`config.mk`:
```
export PLATFORM = sky130hd
export DESIGN_NAME = fetch_queue_unit
export DESIGN_NICKNAME = d
export VERILOG_FILES = /design/src/rtl/cpu_pkg.sv /design/src/rtl/sync_fifo.sv /design/src/rtl/fetch_queue_unit.sv
export SDC_FILE = /design/constraint.sdc
export NUM_CORES = 1
export LEC_CHECK = 0
export CAP_MARGIN = 20
export CORE_MARGIN = 1.5
export CORE_UTILIZATION = 41
export CTS_BUF_LIST = sky130_fd_sc_hd__clkbuf_8
export DETAILED_ROUTE_END_ITERATION = 16
export HOLD_SLACK_MARGIN = 0.05
export MAX_ROUTING_LAYER = met4
export SLEW_MARGIN = 30
export SYNTH_ARGS = -nofsm -noshare
export SYNTH_HDL_FRONTEND = slang
export SYNTH_HIERARCHICAL = 1
export SYNTH_SLANG_ARGS = --single-unit
```
`constraint.sdc`:
```
create_clock -name clk -period 3.3 [get_ports clk]
set_input_delay 0.66 -clock clk [delete_from_list [all_inputs] [get_ports clk]]
set_output_delay 0.66 -clock clk [all_outputs]
set_load 0.005 [all_outputs]
```
`src/rtl/cpu_pkg.sv`:
```
// Shared RV32I core definitions: datapath width, reset vector and the
// fetch queue entry layout.
package cpu_pkg;

    localparam int              XLEN             = 32;
    localparam logic [XLEN-1:0] INST_NOP         = 32'h0000_0013;
    localparam logic [XLEN-1:0] RESET_PC_DEFAULT = 32'h0000_0000;

    typedef struct packed {
        logic [XLEN-1:0] pc;
        logic [XLEN-1:0] inst;
    } fetch_entry_t;

endpackage

```
`src/rtl/sync_fifo.sv`:
```
// Single-clock FIFO with synchronous flush; flush wins over push and pop.
// A push into a full FIFO is accepted only when a pop frees a slot the same cycle.
module sync_fifo #(
    parameter int DEPTH = 4,
    parameter int WIDTH = 64
) (
    input  logic                     clk,
    input  logic                     rst_n,
    input  logic                     flush,
    input  logic                     push,
    input  logic [WIDTH-1:0]         push_data,
    input  logic                     pop,
    output logic [$clog2(DEPTH):0]   count,
    output logic [WIDTH-1:0]         head,
    output logic                     full,
    output logic                     empty
);

    localparam int AW = $clog2(DEPTH);
    localparam int CW = AW + 1;

    logic [WIDTH-1:0] mem_q [DEPTH];
    logic [AW-1:0]    rd_ptr_q, rd_ptr_d;
    logic [AW-1:0]    wr_ptr_q, wr_ptr_d;
    logic [CW-1:0]    count_q, count_d;
    logic             do_push, do_pop;

    assign full  = (count_q == CW'(DEPTH));
    assign empty = (count_q == '0);
    assign count = count_q;
    assign head  = mem_q[rd_ptr_q];

    assign do_pop  = pop && !empty && !flush;
    assign do_push = push && !flush && (!full || do_pop);

    always_comb begin
        rd_ptr_d = rd_ptr_q;
        wr_ptr_d = wr_ptr_q;
        count_d  = count_q;
        if (flush) begin
            rd_ptr_d = '0;
            wr_ptr_d = '0;
            count_d  = '0;
        end else begin
            if (do_push) wr_ptr_d = wr_ptr_q + AW'(1);
            if (do_pop)  rd_ptr_d = rd_ptr_q + AW'(1);
            count_d = count_q + CW'(do_push) - CW'(do_pop);
        end
    end

    always_ff @(posedge clk or negedge rst_n) begin
        if (!rst_n) begin
            rd_ptr_q <= '0;
            wr_ptr_q <= '0;
            count_q  <= '0;
        end else begin
            rd_ptr_q <= rd_ptr_d;
            wr_ptr_q <= wr_ptr_d;
            count_q  <= count_d;
        end
    end

    // Storage needs no reset: entries are only visible while count is non-zero.
    always_ff @(posedge clk) begin
        if (do_push) mem_q[wr_ptr_q] <= push_data;
    end

endmodule

```
`src/rtl/fetch_queue_unit.sv`:
```
// Instruction fetch front end: in-order requests to a variable-latency imem,
// returned words buffered with their PCs, redirect flushes and drops in-flight data.
module fetch_queue_unit
    import cpu_pkg::*;
#(
    parameter int              DEPTH    = 4,
    parameter logic [XLEN-1:0] RESET_PC = RESET_PC_DEFAULT
) (
    input  logic            clk,
    input  logic            reset,
    input  logic            halt,
    input  logic            redirect_valid,
    input  logic [XLEN-1:0] redirect_pc,
    output logic            imem_req_valid,
    input  logic            imem_req_ready,
    output logic [XLEN-1:0] imem_req_addr,
    input  logic            imem_resp_valid,
    input  logic [XLEN-1:0] imem_resp_data,
    output logic            inst_valid,
    input  logic            inst_ready,
    output logic [XLEN-1:0] inst,
    output logic [XLEN-1:0] inst_pc
);

    localparam int CW = $clog2(DEPTH) + 1;

    logic [XLEN-1:0] fetch_pc_q, fetch_pc_d;
    logic [XLEN-1:0] resp_pc_q, resp_pc_d;
    logic [CW-1:0]   outstanding_q, outstanding_d;
    logic [CW-1:0]   drop_q, drop_d;

    logic [CW-1:0]   fifo_count;
    fetch_entry_t    fifo_head, push_entry;
    logic            fifo_full, fifo_empty, fifo_push, fifo_pop;
    logic [CW:0]     credit_used;
    logic            resp_ok, req_fire;
    logic [XLEN-1:0] redirect_target;

    // Outstanding requests (including ones to be dropped) reserve FIFO slots.
    assign credit_used     = {1'b0, outstanding_q} + {1'b0, fifo_count};
    assign resp_ok         = imem_resp_valid && (outstanding_q != '0);
    assign redirect_target = redirect_pc & ~XLEN'(3);

    assign imem_req_valid = reset && !halt && !redirect_valid && (credit_used < (CW+1)'(DEPTH));
    assign imem_req_addr  = fetch_pc_q;
    assign req_fire       = imem_req_valid && imem_req_ready;

    assign inst_valid = !fifo_empty;
    assign inst       = inst_valid ? fifo_head.inst : '0;
    assign inst_pc    = inst_valid ? fifo_head.pc   : '0;
    assign fifo_pop   = inst_valid && inst_ready;
    assign push_entry = '{pc: resp_pc_q, inst: imem_resp_data};

    always_comb begin
        fetch_pc_d    = fetch_pc_q;
        resp_pc_d     = resp_pc_q;
        drop_d        = drop_q;
        fifo_push     = 1'b0;
        outstanding_d = outstanding_q + CW'(req_fire) - CW'(resp_ok);
        if (redirect_valid) begin
            fetch_pc_d = redirect_target;
            resp_pc_d  = redirect_target;
            drop_d     = outstanding_d;
        end else begin
            if (req_fire) fetch_pc_d = fetch_pc_q + XLEN'(4);
            if (resp_ok) begin
                if (drop_q != '0) begin
                    drop_d = drop_q - CW'(1);
                end else begin
                    fifo_push = 1'b1;
                    resp_pc_d = resp_pc_q + XLEN'(4);
                end
            end
        end
    end

    always_ff @(posedge clk or negedge reset) begin
        if (!reset) begin
            fetch_pc_q    <= RESET_PC;
            resp_pc_q     <= RESET_PC;
            outstanding_q <= '0;
            drop_q        <= '0;
        end else begin
            fetch_pc_q    <= fetch_pc_d;
            resp_pc_q     <= resp_pc_d;
            outstanding_q <= outstanding_d;
            drop_q        <= drop_d;
        end
    end

    sync_fifo #(
        .DEPTH (DEPTH),
        .WIDTH ($bits(fetch_entry_t))
    ) u_fifo (
        .clk       (clk),
        .rst_n     (reset),
        .flush     (redirect_valid),
        .push      (fifo_push),
        .push_data (push_entry),
        .pop       (fifo_pop),
        .count     (fifo_count),
        .head      (fifo_head),
        .full      (fifo_full),
        .empty     (fifo_empty)
    );

    a_no_overflow: assert property (@(posedge clk) disable iff (!reset)
        fifo_push |-> (!fifo_full || fifo_pop));
    a_no_spurious_resp: assert property (@(posedge clk) disable iff (!reset)
        imem_resp_valid |-> (outstanding_q != '0));

endmodule

```
== Word level (Yosys, flattened, before mapping) ==
Memory sizes are Yosys's and may differ from the RTL's.
Cells that the tools add are included.

* Muxes and demuxes: 20
* Eq/ne operators: 2
* Add/subtract/negate cells: 10
* Reduce and logical (&&, ||, !) cells: 25
* Order comparisons: 1

{| class="wikitable"
|+ Operators by type and width
! operator !! number
|-
| 2-to-1 mux 32 bit || 7
|-
| adder 32 x 3 -> 32 bit, second input constant || 2
|-
| 2-to-1 mux 3 bit || 4
|-
| logical AND 1 bit || 10
|-
| nonzero test 2 bit || 5
|-
| 2-to-1 mux 2 bit || 4
|-
| adder 3 x 1 -> 3 bit || 2
|-
| nonzero test 3 bit || 2
|-
| subtractor 3 x 1 -> 3 bit || 2
|-
| 2-to-1 mux 1 bit || 5
|-
| adder 2 x 1 -> 2 bit, second input constant || 2
|-
| adder 3 x 3 -> 4 bit || 1
|-
| logical NOT 1 bit || 4
|-
| less-than comparator 4 x 3 -> 1 bit, second input constant || 1
|-
| AND reduction 2 bit || 2
|-
| equality test 3 bit, second input constant || 1
|-
| logical NOT 3 bit || 1
|-
| subtractor 3 x 1 -> 3 bit, second input constant || 1
|-
| inequality test 2 bit, second input constant || 1
|-
| logical OR 1 bit || 1
|}

* Memories kept: 1
* Memory bits (writable): 256
* Output and inout port bits: 98
* Word-level logic and storage cells: 66
* Bits in registers: 77

{| class="wikitable"
|+ Memory list
! memory !! depth !! width !! read ports !! clocked after memory_dff !! wr ports !! line !! RTL
|-
| u_fifo.mem_q || 4 || 64 || 1 || 0 || 1 || sync_fifo.sv:22 || <nowiki>logic [WIDTH-1:0] mem_q [DEPTH];</nowiki>
|}

== Depth between registers and ports, before layout ==
* Depth in word-level cells: 10
* Mapped depth: 14

== Cells and area by module ==
Netlist, hierarchy kept.

{| class="wikitable"
|+ Modules (own cells, without submodules)
! module !! instances !! cells each !! area an instance (um2)
|-
| sync_fifo || 1 || 379 || 9713.1
|-
| fetch_queue_unit || 1 || 497 || 4390.5
|}

== Worst setup path after synthesis ==
OpenSTA, ideal clock, no wires.

* Path kind: input to register
* From: input redirect_valid
* To: memory u_fifo.mem_q[0][0] (enable)
* Slack: -0.444 ns
* Setup time: 0.429 ns
* Cell stages on the path: 6
* Path buffers: 2
* Arrival time: 3.315 ns
* Required time: 2.871 ns
* Cell sequence: inv_1 -> clkbuf_1 -> clkbuf_1 -> and3_1 -> nor3b_2 -> and2_1

* Elaborated cells between the ends (all ways): 8
* Those cells by class: 3 x mux; 5 x reduce/logical

{| class="wikitable"
|+ RTL lines
! element !! line !! RTL
|-
| start, declared || fetch_queue_unit.sv:12 || <nowiki>input logic redirect_valid,</nowiki>
|-
| 2-to-1 mux 1 bit || fetch_queue_unit.sv:60 || <nowiki>if (redirect_valid) begin</nowiki>
|-
| via fifo_push || fetch_queue_unit.sv:34 || <nowiki>logic fifo_full, fifo_empty, fifo_push, fifo_pop;</nowiki>
|-
| logical AND 1 bit (2 in a row) || sync_fifo.sv:34 || <nowiki>assign do_push = push && !flush && (!full || do_pop);</nowiki>
|-
| 2-to-1 mux 1 bit || sync_fifo.sv:65 || <nowiki>if (do_push) mem_q[wr_ptr_q] <= push_data;</nowiki>
|-
| 2-to-1 mux 1 bit (not written as such) || sync_fifo.sv:65 ||
|-
| end, declared || sync_fifo.sv:22 ||
|}

The timed path passes the listed nets, and every way through them passes these cells.

==> run metrics <==
power density cells=509.3 mW/mm^2; dpl hpwl=19230 um; maximum clock path buffer count=3; Critical Path Max Stage Delay=0.56 ns; FF-to-FF End=drop_q[2]; core footprint=0.03370 mm^2; setup slack at placement=0.4140 ns; share of layout cells above drive strength 1=17.41%; most used routing layer=met2; worst-skew pair later-pin latency=0.58 ns; FF-to-FF path depth=11; met2 usage=27.04%; fmax=315.5 MHz; CTS Root Cell=clkbuf_8; sum of buffers and inverters on the critical path=2; CTS tree=yes; CTS Hold Bufs=0; Die X=188.4 um; WS Path Type=reg2out; non-filler cells, final=1574; Via density=5.256; Syn Inst Count=875; drt first pass iters=5; Slew headroom=55.74%; worst slew pin tran=0.6639 ns; status=completed; initial antenna violation count=0; crit-path cells=buf_12 -> mux4_2 -> nor2b_1 -> clkdlybuf4s50_1; mean area per synthesized cell=16.11 um^2; number of placed instances, taps included=1477; mapped cell area=0.01410 mm^2; fin crit period=3.170 ns; All-Layer GR Usage=18.16%; CTS Buf Count=54; Final #Nets=1172; Critical R2R Launch=u_fifo/count[2]; CP Max Fanout=24; Final Hold Vio Count=0; crit end category=output pin; met1 usage=25.93%; number of global-route vias before repair=8533; Area Growth Syn to Fin=23.30%; Crit path required time=2.64 ns; worst path setup slack after routing=0.1301 ns; final WL=30870 um; slowest CP cell=mux4_2; Max Transition Viols Final=0; drt initial violations=425; Power, Total=8.853 mW; diode count=0; Routed WL per cell=19.61 um; largest net degree at the start of global routing=52; max_cap viols=0; crit path DAT=2.51 ns; hold crit path type=in2async; RSZ-0062 raised after global routing=false; setup violators final=0; Top delay family on crit path=buffers and inverters; Clock transition at path regs=0.06 ns; startpoint types=flop; FILL cells=2884; num rows=67; initial core utilization=41.83%; Die Height=188.4 um; setup TNS=0 ns; Sink Count=329; Placer Congestion=0.8590; flop2flop setup slack=0.48 ns; Final Cycle Share=96.06%; Ports=169; H-tree levels=2; leakage=5.846 nW; VDD IR-drop max=0.0002344 V; first-pass GRT wire length=48690 um; Via Count=8273; met3 Resource Use GR=3.259%; Final Skew=0.01893 ns; Remaining Overflow, GRT=0; DRC Markers=0; ANT nets after route=0; die area=0.03550 mm^2; Port Buffer Count=164; Ys Warns=6
[stage by stage]
step | hold WS, ns | area (um^2) | util, %
after floorplan | 0.3644 | 14130 | -
after detailed placement | 0.5535 | 16390 | 48.64
after CTS | 0.09972 | 17340 | 51.47
after global routing | 0.1164 | 17380 | 51.57
after global placement | 0.5429 | 16390 | 48.64
final | 0.1042 | 17380 | 51.57
[metal layers]
layer | share of wire (%) | vias to the layer above
li1 | - | 3796
met2 | 45 | 302
met1 | 47 | 4127
met4 | 1.5 | 0
met3 | 6.3 | 48
met5 | 0 | -
[sequential cells by signal, summed over array words and instances (netlist names)]
signal           flops
drop_q               3
imem_req_addr       30
outstanding_q        3
resp_pc_q           30
u_fifo/count         3
u_fifo/mem_q       256
u_fifo/rd_ptr_q      2
u_fifo/wr_ptr_q      2
[worst register-to-register path, cell delays in order, from the launching register on]
cell and delay (ns):
dfrtp_1 0.50, ha_1 0.29, nor4_1 0.31, and4_1 0.28, inv_2 0.05, ha_1 0.26
inv_1 0.04, ha_1 0.18, fa_1 0.37, xnor2_1 0.14, xnor2_1 0.14, o21a_1 0.17
[how the worst max path moves through the flow]
stage | startpoint | end | slack (ns) | cells past startpoint
6_report | u_fifo/rd_ptr_q[0] | inst_pc[11] | 0.13 | 4
5_1_grt | u_fifo/rd_ptr_q[0] | inst[31] | 0.02 | 4
4_1_cts | u_fifo/rd_ptr_q[0] | inst_pc[30] | 0.003 | 4
3_5_place_dp | halt | drop_q[2] | 0.41 | 11
3_3_place_gp | halt | drop_q[2] | 0.43 | 11
2_1_floorplan | u_fifo/count[2] | drop_q[2] | 0.25 | 14
[final cells by class]
cell class / count / area (um^2) / area share, %
multi-input cells: 493 / 4307 / 24.78
inverters: 17 / 63.81 / 0.3671
clock inverters: 42 / 209.0 / 1.202
well taps: 448 / 560.5 / 3.225
repair buffers: 191 / 1978 / 11.38
flip-flops and latches: 329 / 9519 / 54.77
clock buffers: 54 / 743.2 / 4.276
[cells in the final DEF, fill, tap and decap left out, types with 16 or more instances in the layout]
cell,instances
edfxtp_1,256
clkdlybuf4s50_1,162
dfrtp_1,71
nor2b_1,68
mux4_2,64
clkbuf_8,54
nand2_1,43
nand3_1,35
o21ai_0,33
xnor2_1,32
inv_1,29
nor2_1,26
buf_4,17
clkinv_1,16
[where the power goes]
group / total (mW) / internal (mW) / switching (mW)
clock network: 3.18 / 1.61 / 1.57
registers: 4.86 / 4.66 / 0.200
logic: 0.815 / 0.432 / 0.383
[what timing repair did]
action | CTS | global route
setup buffers | 0 | 0
resized for setup | 0 | 2
endpoints found under the setup margin | 0 | 32
No activity file was read; power rests on OpenSTA's default activity.
